--- src/rtl/write_port_arbiter_pkg.sv ---
// Shared types and constants for the register write-port arbiter:
// source selects, destination codes, FSM states and round-robin helpers.
package write_port_arbiter_pkg;

    localparam int unsigned NUM_REQ = 3;
    localparam int unsigned DEST_W  = 5;
    localparam int unsigned WREN_W  = 20;
    localparam int unsigned SEL_W   = 2;
    localparam int unsigned CNT_W   = 4;

    localparam logic [SEL_W-1:0] SRC_NONE  = 2'd0;
    localparam logic [SEL_W-1:0] SRC_MUX3D = 2'd1;
    localparam logic [SEL_W-1:0] SRC_RG2   = 2'd2;
    localparam logic [SEL_W-1:0] SRC_TR    = 2'd3;

    localparam logic [DEST_W-1:0] DEST_R1   = 5'd1;
    localparam logic [DEST_W-1:0] DEST_R2   = 5'd2;
    localparam logic [DEST_W-1:0] DEST_R3   = 5'd3;
    localparam logic [DEST_W-1:0] DEST_R4   = 5'd4;
    localparam logic [DEST_W-1:0] DEST_R5   = 5'd5;
    localparam logic [DEST_W-1:0] DEST_R6   = 5'd6;
    localparam logic [DEST_W-1:0] DEST_R7   = 5'd7;
    localparam logic [DEST_W-1:0] DEST_R8   = 5'd8;
    localparam logic [DEST_W-1:0] DEST_R9   = 5'd9;
    localparam logic [DEST_W-1:0] DEST_R10  = 5'd10;
    localparam logic [DEST_W-1:0] DEST_R11  = 5'd11;
    localparam logic [DEST_W-1:0] DEST_R12  = 5'd12;
    localparam logic [DEST_W-1:0] DEST_R13  = 5'd13;
    localparam logic [DEST_W-1:0] DEST_R14  = 5'd14;
    localparam logic [DEST_W-1:0] DEST_PC   = 5'd15;
    localparam logic [DEST_W-1:0] DEST_TOTR = 5'd16;
    localparam logic [DEST_W-1:0] DEST_MDDR = 5'd17;
    localparam logic [DEST_W-1:0] DEST_TR   = 5'd18;
    localparam logic [DEST_W-1:0] DEST_AR   = 5'd21;
    localparam logic [DEST_W-1:0] DEST_IR   = 5'd22;
    localparam logic [DEST_W-1:0] DEST_ALL  = 5'd31;

    typedef enum logic [1:0] {
        ST_IDLE  = 2'd0,
        ST_ISSUE = 2'd1,
        ST_WRITE = 2'd2
    } state_e;

    // Index that follows i in the circular order 0 -> 1 -> 2 -> 0.
    function automatic logic [1:0] rr_next(input logic [1:0] i);
        return (i == 2'd2) ? 2'd0 : i + 2'd1;
    endfunction

    // First asserted request starting at the priority pointer.
    function automatic logic [1:0] rr_pick(input logic [NUM_REQ-1:0] req,
                                           input logic [1:0] ptr);
        logic [1:0] idx;
        logic       found;
        idx     = ptr;
        found   = 1'b0;
        rr_pick = ptr;
        for (int k = 0; k < int'(NUM_REQ); k++) begin
            if (!found && req[idx]) begin
                rr_pick = idx;
                found   = 1'b1;
            end
            idx = rr_next(idx);
        end
    endfunction

endpackage

--- src/rtl/wr_dest_decode.sv ---
// Destination code to one-hot register write-enable decode; unlisted codes
// produce no enables and raise the invalid flag.
module wr_dest_decode
    import write_port_arbiter_pkg::*;
(
    input  logic [DEST_W-1:0] dest,
    output logic [WREN_W-1:0] wr_en_c,
    output logic              invalid_c
);

    always_comb begin
        wr_en_c   = '0;
        invalid_c = 1'b0;
        case (dest) inside
            [DEST_R1:DEST_TR]: wr_en_c = WREN_W'(1) << (dest - 5'd1);
            DEST_AR:           wr_en_c[18] = 1'b1;
            DEST_IR:           wr_en_c[19] = 1'b1;
            DEST_ALL:          wr_en_c = '1;
            default:           invalid_c = 1'b1;
        endcase
    end

endmodule

--- src/rtl/write_port_arbiter.sv ---
// Round-robin arbiter for three requesters sharing the register write bus;
// issues a registered, decoded write strobe held for WRITE_CYCLES cycles.
module write_port_arbiter
    import write_port_arbiter_pkg::*;
#(
    parameter int unsigned WRITE_CYCLES = 1
) (
    input  logic               Clock,
    input  logic               Reset_n,
    input  logic [NUM_REQ-1:0] req,
    input  logic [DEST_W-1:0]  MUX3D_dest,
    input  logic [DEST_W-1:0]  RG2_dest,
    input  logic [DEST_W-1:0]  TR_dest,
    input  logic               bus_busy,
    output logic [NUM_REQ-1:0] grant,
    output logic [SEL_W-1:0]   MUX3S,
    output logic [WREN_W-1:0]  WRDec_out,
    output logic               busy,
    output logic               err_dest
);

    localparam logic [CNT_W-1:0] CNT_LOAD = CNT_W'(WRITE_CYCLES - 1);

    state_e              state_q, state_d;
    logic [1:0]          ptr_q, ptr_d;
    logic [1:0]          win_q, win_d;
    logic [CNT_W-1:0]    cnt_q, cnt_d;
    logic [DEST_W-1:0]   dest_q, dest_d;
    logic [NUM_REQ-1:0]  grant_q, grant_d;
    logic [SEL_W-1:0]    mux3s_q, mux3s_d;
    logic [WREN_W-1:0]   wrdec_q, wrdec_d;
    logic                busy_q, busy_d;
    logic                err_q, err_d;

    logic [1:0]          pick_c;
    logic [DEST_W-1:0]   pick_dest_c;
    logic [WREN_W-1:0]   dec_en_c;
    logic                dec_invalid_c;

    assign pick_c = rr_pick(req, ptr_q);

    always_comb begin
        case (pick_c)
            2'd0:    pick_dest_c = MUX3D_dest;
            2'd1:    pick_dest_c = RG2_dest;
            default: pick_dest_c = TR_dest;
        endcase
    end

    wr_dest_decode u_decode (
        .dest      (dest_q),
        .wr_en_c   (dec_en_c),
        .invalid_c (dec_invalid_c)
    );

    // Next-state and next-output logic; every output is registered below.
    always_comb begin
        state_d = state_q;
        ptr_d   = ptr_q;
        win_d   = win_q;
        cnt_d   = cnt_q;
        dest_d  = dest_q;
        mux3s_d = mux3s_q;
        grant_d = '0;
        wrdec_d = '0;
        err_d   = 1'b0;
        case (state_q)
            ST_IDLE: begin
                mux3s_d = SRC_NONE;
                if (req != '0 && !bus_busy) begin
                    win_d   = pick_c;
                    dest_d  = pick_dest_c;
                    mux3s_d = SEL_W'(pick_c + 2'd1);
                    state_d = ST_ISSUE;
                end
            end
            ST_ISSUE: begin
                if (!bus_busy) begin
                    state_d = ST_WRITE;
                    cnt_d   = CNT_LOAD;
                    wrdec_d = dec_en_c;
                    err_d   = dec_invalid_c;
                    if (CNT_LOAD == '0) grant_d = 3'b001 << win_q;
                end
            end
            ST_WRITE: begin
                if (cnt_q == '0) begin
                    state_d = ST_IDLE;
                    ptr_d   = rr_next(win_q);
                    mux3s_d = SRC_NONE;
                end else begin
                    cnt_d   = cnt_q - CNT_W'(1);
                    wrdec_d = dec_en_c;
                    if (cnt_q == CNT_W'(1)) grant_d = 3'b001 << win_q;
                end
            end
            default: begin
                state_d = ST_IDLE;
                mux3s_d = SRC_NONE;
            end
        endcase
        busy_d = (state_d != ST_IDLE);
    end

    always_ff @(posedge Clock or negedge Reset_n) begin
        if (!Reset_n) begin
            state_q <= ST_IDLE;
            ptr_q   <= '0;
            win_q   <= '0;
            cnt_q   <= '0;
            dest_q  <= '0;
            grant_q <= '0;
            mux3s_q <= SRC_NONE;
            wrdec_q <= '0;
            busy_q  <= 1'b0;
            err_q   <= 1'b0;
        end else begin
            state_q <= state_d;
            ptr_q   <= ptr_d;
            win_q   <= win_d;
            cnt_q   <= cnt_d;
            dest_q  <= dest_d;
            grant_q <= grant_d;
            mux3s_q <= mux3s_d;
            wrdec_q <= wrdec_d;
            busy_q  <= busy_d;
            err_q   <= err_d;
        end
    end

    assign grant     = grant_q;
    assign MUX3S     = mux3s_q;
    assign WRDec_out = wrdec_q;
    assign busy      = busy_q;
    assign err_dest  = err_q;

endmodule
--- config.mk ---
export PLATFORM = sky130hd
export DESIGN_NAME = write_port_arbiter
export DESIGN_NICKNAME = d
export VERILOG_FILES = /design/src/rtl/write_port_arbiter_pkg.sv /design/src/rtl/wr_dest_decode.sv /design/src/rtl/write_port_arbiter.sv
export SDC_FILE = /design/constraint.sdc
export NUM_CORES = 1
export LEC_CHECK = 0
export ABC_AREA = 1
export BUFFER_PORTS_ARGS = -buffer_cell sky130_fd_sc_hd__buf_4
export CORE_MARGIN = 5
export CORE_UTILIZATION = 45
export CTS_CLUSTER_DIAMETER = 60
export DETAILED_ROUTE_END_ITERATION = 10
export GPL_ROUTABILITY_DRIVEN = 0
export HOLD_SLACK_MARGIN = 0.05
export PLACE_DENSITY = 0.68
export SYNTH_ARGS = -nofsm -noshare
export SYNTH_HDL_FRONTEND = slang
export SYNTH_SLANG_ARGS = --single-unit
--- constraint.sdc ---
create_clock -name Clock -period 2.05 [get_ports Clock]
set_clock_uncertainty 0.2 [all_clocks]
set_input_delay 0.3075 -clock Clock [delete_from_list [all_inputs] [get_ports Clock]]
set_output_delay 0.3075 -clock Clock [all_outputs]
set_load 0.02 [all_outputs]
==> flow_summary_export.csv <==
group,metric,value,unit
yosys,synth.yosys.warnings,0,
yosys,syn_nets,306,
drt,dr_total_vias,1997,
floorplan,die_y,81.9,um
timing,rsz0062_at_grt,"yes",
floorplan,design.core.area,0.00507,mm^2
yosys,synthArstFlopShare,100,%
drt,drtAntennaViolNets,0,
worst_setup_path,crit_family,"simple AND/OR/NAND/NOR gates",
worst_setup_path,crit_cells,13,
clock_network,htreeDepth,2,
timing,period_share,101,%
pwr,seqPwrFrac,28.1,%
cells_and_area,fill_cells,455,
grt,grt_use_met2,25.8,%
pwr,p_per_area,1460,mW/mm^2
timing,setup_viol,3,
timing,finalHoldViolations,0,
grt,gr-usage-all-layers,16.3,%
drt,drc,0,
worst_setup_path,timing.rr.end,"dest_q[3]",
clock_network,clk_path_buf_depth,2,
drt,wl_per_cell,12.5,um
clock_network,cts-root-buf,"clkbuf_8",
floorplan,dieArea,0.00671,mm^2
drt,first_iter_violations,147,
grt,grt.busiest_layer,"met2",
grt,grt.overflow.total,0,
worst_setup_path,reg2reg_depth,13,
grt,antenna_found_initial,0,
place,portBuffers,47,
cells_and_area,mostFrequentLayoutCell,"buf_4",
timing,setup_ws,-0.0136,ns
yosys,avgSynthCellArea,8.41,um^2
worst_setup_path,crit_type,"flop to flop",
pwr,switching_share,47.1,%
pwr,power.leakage,1.55,nW
worst_setup_path,r2r_start,"ptr_q[0]",
worst_setup_path,worstPathMaxFanout,6,
floorplan,initial_core_util,45.9,%
grt,use_met1,21.8,%
worst_setup_path,startpoint_type,"flop",
timing,period_minus_slack,2.06,ns
hold_path,hold_class,"input port to flop",
cells_and_area,n_antenna_cell,0,
worst_setup_path,worst_path_max_delay_cell,"dfrtp_2",
outcome,outcome,"finished with violations",
cells_and_area,layout-drive-gt1-share,38.5,%
grt,grt_max_degree,43,
worst_setup_path,critPathMostFrequentCell,"nor2_1",
worst_setup_path,arrival,2.05,ns
pwr,p_int,2.34,mW
clock_network,clk_pin_slew,0.08,ns
cells_and_area,synthToLayoutAreaGrowth,30.1,%
cells_and_area,final_cell_mix,"buf_4, nand2_1, dfrtp_1, inv_1, nand3_1",
pwr,p_comb_share,60.7,%
worst_setup_path,cp_cell_sequence,"inv_4 -> nand3_1 -> nand2_2 -> nor2_4 -> and2_4 -> nand3_2 -> nand2_4 -> inv_2 -> ha_4 -> a21oi_2 -> nand2_1 -> nor2_1 -> nor2_1",
clock_network,worstSkewPairLatency,0.29,ns
drt,routed_wirelength,5.11,mm
clock_network,cts_tree,"built",
cells_and_area,final_core_util,59.7,%
floorplan,fp.dieW,81.9,um
cells_and_area,stdcell_count,410,
yosys,ys_seq_area_share,45.1,%
grt,grt_pass1_vias,1917,
yosys,synth_ff_type,"dfrtp_1",
worst_setup_path,startpoint,"ptr_q[0]",
timing,worstMarginPinSlew,0.514,ns
place,place_inst,398,
yosys,synth_cells,277,
yosys,ys_ff_latch,42,
timing,relSlewSlack,65.8,%
run,cap_violations,0,
drt,viasPerCell,4.87,
timing,timing.fmax,485,MHz
worst_setup_path,r2r_setup_slack,-0.01,ns
yosys,syn-cell-area,0.00233,mm^2
worst_setup_path,path_buf_inv,2,
place,hpwl,3.81,mm
timing,slew_violations,0,
floorplan,rows,26,
cells_and_area,nNetsFinal,369,
pwr,switchingPower,2.08,mW
clock_network,cts_sinks,42,
pwr,ir_drop,820,uV
grt,grtUsageMet3,4.17,%
cells_and_area,register_area,0.00105,mm^2
worst_setup_path,endpoint,"dest_q[3]",
drt,drt_first_pass_iters,4,
clock_network,numCtsBuffers,5,
worst_setup_path,end_kind,"flop",
outcome,violations,"setup timing",
yosys,ys_types,38,
grt,grt_pass1_wl,8.49,mm
floorplan,boundaryPins,48,
worst_setup_path,cpPeakStageDelay,0.46,ns
pwr,p_clk_share,11.3,%
worst_setup_path,cp.required,2.03,ns
yosys,synth-edff-count,0,
cells_and_area,multi_input_area,0.00116,mm^2
[metal layers]
layer,vias up,share of wire [%]
li1,1018,-
met1,907,47
met2,63,46
met3,9,5.8
met4,0,1.3
met5,-,0
[worst reg2reg max path: stages, from the launching register on]
cell and delay [ns]:
dfrtp_2 0.46, inv_4 0.07, nand3_1 0.09, nand2_2 0.07, nor2_4 0.14, and2_4 0.17
nand3_2 0.08, nand2_4 0.07, inv_2 0.05, ha_4 0.18, a21oi_2 0.13, nand2_1 0.06
nor2_1 0.13, nor2_1 0.05
[logic make-up (layout without fill, tap and decap cells)]
group	after synthesis	count (layout)	share of synthesized area [%]
AOI/OAI and AO/OA	46	46	12.6
adders and majority gates	8	8	4.30
buffers and inverters	46	109	8.54
DFF	42	42	45.1
and+or+nand+nor	135	135	29.4
[metrics by stage]
step	setup slack (ns)	total power [mW]	area [um^2]	setup TNS [ns]	hold slack, ns
after global routing	-0.100	4.80	3030	-0.406	0.138
after detailed placement	-0.131	3.66	2830	-0.554	0.125
final	-0.0136	4.41	3030	-0.0218	0.143
after floorplan	0.0140	2.97	2330	0	-0.188
after global placement	-0.0686	3.62	2830	-0.237	0.117
after CTS	0.00587	4.26	2950	0	0.141
[worst min-delay path by stage]
stage	cells past startpoint	to	slack, ns	startpoint
after floorplan	0	MUX3S[0]	-0.19	Reset_n
after global placement	1	cnt_q[0]	0.12	Reset_n
after detailed placement	1	cnt_q[3]	0.13	Reset_n
after CTS	5	dest_q[3]	0.14	RG2_dest[3]
after global routing	4	err_dest	0.14	bus_busy
final	5	dest_q[4]	0.14	RG2_dest[4]
[cell usage after synthesis, types with 4 or more instances]
| master | count | share of area, % |
|---|---|---|
| a21oi_1 | 18 | 3.9 |
| a21oi_2 | 7 | 2.6 |
| dfrtp_1 | 42 | 45 |
| ha_1 | 8 | 4.3 |
| inv_1 | 32 | 5.2 |
| inv_2 | 7 | 1.1 |
| nand2_1 | 44 | 7.1 |
| nand2_4 | 4 | 1.9 |
| nand3_1 | 29 | 6.2 |
| nand3_2 | 6 | 2.6 |
| nor2_1 | 26 | 4.2 |
| nor2_2 | 10 | 2.7 |
| o21ai_0 | 7 | 1.5 |
[flip-flops by register name, indices dropped and copies added, names as in the netlist]
signal,cells
WRDec_out,20
cnt_q,4
dest_q,5
busy,1
win_q,2
err_dest,1
state_q,2
MUX3S,2
grant,3
ptr_q,2
[timing repair]
| item | 4_1_cts | 5_1_grt |
|---|---|---|
| hold buffers | 1 | 0 |
| pin swaps | 4 | 11 |
| resized for setup | 4 | 18 |
| setup endpoints to repair | 6 | 28 |
| buffers inserted | 3 | 1 |
| hold endpoints to repair | 42 | 0 |
[area by class of cell]
cell class / instances / area share, %
Tap cell: 70 / 2.89
Timing Repair Buffer: 62 / 16.3
Clock buffer: 5 / 2.27
Clock inverter: 2 / 0.330
Inverter: 40 / 5.20
Multi-Input combinational cell: 189 / 38.2
Sequential cell: 42 / 34.8
[power groups by stage]
stage	combinational, mW	clock (mW)	sequential (mW)
6_report	2.68	0.498	1.24
3_3_place_gp	2.38	0	1.24
2_1_floorplan	1.65	0	1.31
3_5_place_dp	2.42	0	1.24
4_1_cts	2.52	0.513	1.23
5_1_grt	2.97	0.559	1.27
Note: power is estimated with default switching activity, not from simulation.
